<file path="src/rtl/mem_arb_pkg.sv">
// Shared definitions for the two-requester memory arbiter: FSM states,
// requester ids and the fixed fetch access size.
package mem_arb_pkg;

    typedef enum logic [1:0] {
        ARB_IDLE     = 2'd0,
        ARB_BUSY_IFU = 2'd1,
        ARB_BUSY_LSU = 2'd2
    } arb_state_t;

    localparam logic       REQ_IFU   = 1'b0;
    localparam logic       REQ_LSU   = 1'b1;
    localparam logic [1:0] SIZE_WORD = 2'b10;

    // Busy state that corresponds to a granted requester id.
    function automatic arb_state_t busy_state(input logic id);
        return (id == REQ_LSU) ? ARB_BUSY_LSU : ARB_BUSY_IFU;
    endfunction

endpackage

</file>
<file path="src/rtl/mem_arb_sel.sv">
// Combinational grant select. Fixed LSU priority by default; round-robin on
// ties when MEM_ARB_RR_EN is defined.
module mem_arb_sel
    import mem_arb_pkg::*;
(
`ifdef MEM_ARB_RR_EN
    input  logic last_grant,
`endif
    input  logic ifu_req,
    input  logic lsu_req,
    output logic grant_valid,
    output logic grant_id
);

    always_comb begin
        grant_valid = ifu_req | lsu_req;
        grant_id    = REQ_IFU;
        if (ifu_req && lsu_req) begin
`ifdef MEM_ARB_RR_EN
            // On a tie, the requester not served last time goes first.
            grant_id = (last_grant == REQ_IFU) ? REQ_LSU : REQ_IFU;
`else
            grant_id = REQ_LSU;
`endif
        end else if (lsu_req) begin
            grant_id = REQ_LSU;
        end
    end

endmodule

</file>
<file path="src/rtl/mem_arb.sv">
// Shares one memory port between instruction fetch (read-only) and load/store.
// Optional round-robin tie-breaking is enabled by defining MEM_ARB_RR_EN.
module mem_arb
    import mem_arb_pkg::*;
#(
    parameter int ADDR_W = 32,
    parameter int DATA_W = 32
) (
    input  logic                clock,
    input  logic                reset,

    input  logic                ifu_reqValid,
    input  logic [ADDR_W-1:0]   ifu_addr,
    output logic                ifu_respValid,
    output logic [DATA_W-1:0]   ifu_rdata,

    input  logic                lsu_reqValid,
    input  logic [ADDR_W-1:0]   lsu_addr,
    input  logic [1:0]          lsu_size,
    input  logic                lsu_wen,
    input  logic [DATA_W-1:0]   lsu_wdata,
    input  logic [DATA_W/8-1:0] lsu_wmask,
    output logic                lsu_respValid,
    output logic [DATA_W-1:0]   lsu_rdata,

    output logic                mem_reqValid,
    output logic [ADDR_W-1:0]   mem_addr,
    output logic [1:0]          mem_size,
    output logic                mem_wen,
    output logic [DATA_W-1:0]   mem_wdata,
    output logic [DATA_W/8-1:0] mem_wmask,
    input  logic                mem_respValid,
    input  logic [DATA_W-1:0]   mem_rdata
);

    arb_state_t state_reg, state_next;
    logic       grant_valid;
    logic       grant_id;
    logic       capture;
    logic       resp_ifu;
    logic       resp_lsu;

`ifdef MEM_ARB_RR_EN
    logic       last_grant_reg;
`endif

    mem_arb_sel u_sel (
`ifdef MEM_ARB_RR_EN
        .last_grant  (last_grant_reg),
`endif
        .ifu_req     (ifu_reqValid),
        .lsu_req     (lsu_reqValid),
        .grant_valid (grant_valid),
        .grant_id    (grant_id)
    );

    always_comb begin
        state_next = state_reg;
        capture    = 1'b0;
        case (state_reg)
            ARB_IDLE: begin
                if (grant_valid) begin
                    capture    = 1'b1;
                    state_next = busy_state(grant_id);
                end
            end
            ARB_BUSY_IFU, ARB_BUSY_LSU: begin
                if (mem_respValid) begin
                    state_next = ARB_IDLE;
                end
            end
            default: state_next = ARB_IDLE;
        endcase
    end

    always_ff @(posedge clock or posedge reset) begin
        if (reset) begin
            state_reg <= ARB_IDLE;
        end else begin
            state_reg <= state_next;
        end
    end

    // Request fields are latched only at grant, so requester inputs are free
    // to change for the rest of the transaction.
    always_ff @(posedge clock or posedge reset) begin
        if (reset) begin
            mem_reqValid <= 1'b0;
            mem_addr     <= '0;
            mem_size     <= '0;
            mem_wen      <= 1'b0;
            mem_wdata    <= '0;
            mem_wmask    <= '0;
        end else if (capture) begin
            mem_reqValid <= 1'b1;
            if (grant_id == REQ_LSU) begin
                mem_addr  <= lsu_addr;
                mem_size  <= lsu_size;
                mem_wen   <= lsu_wen;
                mem_wdata <= lsu_wdata;
                mem_wmask <= lsu_wmask;
            end else begin
                mem_addr  <= ifu_addr;
                mem_size  <= SIZE_WORD;
                mem_wen   <= 1'b0;
                mem_wdata <= '0;
                mem_wmask <= '0;
            end
        end else if (state_reg != ARB_IDLE && mem_respValid) begin
            mem_reqValid <= 1'b0;
        end
    end

`ifdef MEM_ARB_RR_EN
    always_ff @(posedge clock or posedge reset) begin
        if (reset) begin
            last_grant_reg <= REQ_IFU;
        end else if (capture) begin
            last_grant_reg <= grant_id;
        end
    end
`endif

    // A response in IDLE (e.g. stale after reset) matches no owner and is dropped.
    assign resp_ifu = (state_reg == ARB_BUSY_IFU) && mem_respValid;
    assign resp_lsu = (state_reg == ARB_BUSY_LSU) && mem_respValid;

    assign ifu_respValid = resp_ifu;
    assign lsu_respValid = resp_lsu;
    assign ifu_rdata     = resp_ifu ? mem_rdata : '0;
    assign lsu_rdata     = resp_lsu ? mem_rdata : '0;

endmodule

</file>
<file path="config.mk">
export PLATFORM = sky130hd
export DESIGN_NAME = mem_arb
export DESIGN_NICKNAME = d
export VERILOG_FILES = /design/src/rtl/mem_arb_pkg.sv /design/src/rtl/mem_arb_sel.sv /design/src/rtl/mem_arb.sv
export SDC_FILE = /design/constraint.sdc
export NUM_CORES = 1
export LEC_CHECK = 0
export ABC_AREA = 0
export CAP_MARGIN = 5
export CORE_MARGIN = 1.5
export CORE_UTILIZATION = 30
export CTS_CLUSTER_SIZE = 28
export DETAILED_ROUTE_END_ITERATION = 12
export HOLD_SLACK_MARGIN = 0.06
export PLACE_DENSITY = 0.76
export SKIP_LAST_GASP = 1
export SYNTH_ARGS = -nofsm -noshare
export SYNTH_HDL_FRONTEND = slang
export SYNTH_SLANG_ARGS = --single-unit
</file>
<file path="constraint.sdc">
create_clock -name clock -period 2.4 [get_ports clock]
set_input_delay 0.6 -clock clock [delete_from_list [all_inputs] [get_ports clock]]
set_output_delay 0.6 -clock clock [all_outputs]
set_load 0.02 [all_outputs]
</file>
==> key figures <==
Outcome
  • Status: finished clean

Global routing
  • First-pass GRT wire length: 19200 um
  • Vias in the first global route: 3592
  • Total gr overflow: 0
  • Pin count of the biggest net entering global routing: 46
  • M1 GR Usage: roughly 26%
  • Met2 Use GR: 35.7%
  • Gr busiest metal: met2
  • Gr usage total: 21.0%
  • Antenna violations before repair: 0
  • Met3 global-route usage: between 5 and 6%

Placed design
  • Placed Instances: 726
  • Port bufs: 277
  • Post-DP Area: 6360 um2
  • DP Worst Slack: -376 ps
  • GP Congestion: 0.779
  • Post-DP HPWL: about 9800 um

Route
  • ANT nets after route: 0
  • Avg WL per Cell: 17.9 um
  • Residual DRC: 0
  • Initial detailed-routing violation count: between 150 and 200
  • Vias: 3724
  • Via density: 5.01
  • DRT Pass-1 Iters: 5
  • Routed WL: 13300 um

Pwr
  • Switching share of power: 39.7%
  • Leakage power: approximately 3.1 nW
  • Power Internal: approximately 4.5 mW
  • Sequential share of power: ~28%
  • VDD IR-drop max: 535 uV
  • Comb pwr share: 52.6%
  • Psw: 2.95 mW
  • Pwr dens: 1120 nW/um2
  • Final Total Pwr: between 7 and 8 mW
  • Clock power frac: a little under a fifth

Critical path
  • Critical path peak fanout: 33
  • Worst EP required: about 1800 ps
  • Crit-path max cell delay: 400 ps
  • CP max-delay cell: dfrtp_1
  • Crit path capture type: output pin
  • Worst-path cell chain: inv_1 > ha_1 > buf_12 > and3_1 > dlygate4sd2_1
  • Reg2Reg Depth: 6
  • Crit path arrival time: 1710 ps
  • Crit path max-delay family: buffers and inverters
  • WP buf/inv: 3
  • Worst setup path class: register to output pin
  • Critical Path Source Type: register
  • WP depth: 5

Timing
  • Final Cycle Share: a little over nine tenths
  • Setup WS post-layout: around 90 ps
  • Layout Skew: about 5.7 ps
  • Fin Hold WS: roughly 500 ps
  • Max Slew Vio Count: 0
  • Unrepaired setup endpoints after global routing: no
  • Worst Tran Pin Value: ~660 ps
  • Fmax: 433 MHz
  • Period minus WS final: 2310 ps
  • # setup viols final: 0
  • Slew HR: 56.0%
  • Final hold violations: 0

Logic synthesis
  • Syn nets: around 480
  • Mapped Cells: 332
  • Mapped Avg Cell Area: about 10 um2
  • Area of the mapped netlist: 3400 um2
  • Synth warnings: 0
  • Register area share after synthesis: about 54%
  • #FFs+latches synth: 74
  • Library cells used by synthesis: 23

Clock tree
  • Clk sinks: 74
  • Post-CTS Setup Bufs: 0
  • Clk_lat worst skew: about 330 ps
  • Num CTS Buffers: 9
  • H-tree levels: 3
  • Clk pin slew, worst setup/hold paths: 60 ps
  • Hold_buf cts: 0
  • CTS tree: built
  • CTS root buffer: clkbuf_16
  • Clock buffer depth: 2

Final layout
  • Final instance area: 6650 um2
  • Ant. Diodes: 0
  • Post-Layout Cell Count: 743
  • Nets: 741
  • Share of cells above drive strength 1: 6.30%
  • Synth-to-layout area growth: 95.4%
  • Biggest registers after layout: mem_addr (32), mem_wdata (32), mem_wmask (4)

Floorplan
  • Die width: 109 um
  • Height of the die: ~110 um
  • Row count: 38
  • Initial Utilization: a little under a third
  • I/O Pins: about 280
  • Core Box Area: 10900 um2
  • DIE AREA: 12000 um2

Min path
  • WHS Path Cells: 1
  • Worst hold-check path type: register to register

Flow run
  • Max_cap viols: 0
==> power by group through the flow <==
stage	Clock (mW)	Sequential, mW	Combinational [mW]
floorplan	0	2.78	1.33
CTS	1.44	2.12	3.93
global route	1.50	2.18	4.16
global placement	0	2.10	3.94
finish	1.40	2.12	3.91
detailed placement	0	2.13	3.99
==> cell usage after synthesis, drive strengths merged <==
library cell	instances	area, um2
dfrtp	74	1850
o22a	1	8.76
ha	3	37.5
nor2	33	124
inv	5	18.8
a21o	1	7.51
o22ai	32	200
nand2b	3	18.8
nand2	2	7.51
a22o	38	333
and2	3	18.8
nor3b	1	7.51
nor3	1	5.00
o21ai	2	10.0
clkbuf	19	71.3
o21a	1	8.76
and3	64	400
o31ai	1	7.51
buf	15	98.8
a21oi	33	165
==> logic make-up after synthesis <==
logic type	after synthesis	share of synthesized area, %
compound gates	109	21.8
fa+ha+maj	3	1.10
buf+inv	39	5.56
flops	74	54.5
simple gates	107	17.1
==> cell usage in the layout (no fill, tap or decap), types with 2 or more instances in the layout <==
| cell type | instances |
|---|---|
| clkdlybuf4s50_1 | 210 |
| dfrtp_1 | 74 |
| and3_1 | 64 |
| dlygate4sd2_1 | 46 |
| a22o_1 | 38 |
| nor2_1 | 33 |
| a21oi_1 | 33 |
| o22ai_1 | 32 |
| clkdlybuf4s15_1 | 14 |
| clkbuf_16 | 9 |
| clkdlybuf4s15_2 | 7 |
| buf_12 | 7 |
| inv_1 | 4 |
| buf_4 | 4 |
| and2_1 | 3 |
| nand2b_1 | 3 |
| clkinvlp_4 | 3 |
| ha_1 | 3 |
| nand2_1 | 2 |
| inv_6 | 2 |
| inv_8 | 2 |
==> repair_timing <==
action | in CTS | in global routing
setup endpoints to repair | 66 | 9
gates resized for setup | 87 | 9
cloned | 1 | 0
==> cell type report <==
type	instances	area [um2]
repair buffers	289	2920
clock buffers	9	225
multi-input cells	219	1360
inverters	5	22.5
well taps	140	175
fillers	936	4290
flip-flops and latches	74	1850
clock inverters	7	85.1
==> layer usage <==
metal | up-vias | share of wire (%)
met5 | - | 0
met4 | 0 | 2.3
met3 | 24 | 7.9
met2 | 180 | 50
met1 | 1762 | 40
li1 | 1758 | -
==> through the flow <==
stage | setup TNS [ps] | util [%]
3_5_place_dp | -21220 | 58.1
3_3_place_gp | -20660 | 58.1
2_1_floorplan | 0 | -
4_1_cts | 0 | 60.7
6_report | 0 | 60.8
5_1_grt | 0 | 60.8
==> path summary, 6_finish.rpt <==
path                                          start                       end  slack, ps
max                        state_reg[0]$_DFFE_PP0P_             lsu_rdata[13]         90
min                         mem_size[1]$_DFFE_PP0P_   mem_size[1]$_DFFE_PP0P_        500
max reg2reg                state_reg[1]$_DFFE_PP0P_  mem_wdata[6]$_DFFE_PP0P_        610
min reg2reg                 mem_size[1]$_DFFE_PP0P_   mem_size[1]$_DFFE_PP0P_        500
max in group asynchronous                     reset   mem_addr[1]$_DFFE_PP0P_       1360
min in group asynchronous                     reset  mem_addr[20]$_DFFE_PP0P_        690
Note: power is estimated with default switching activity, not from simulation.
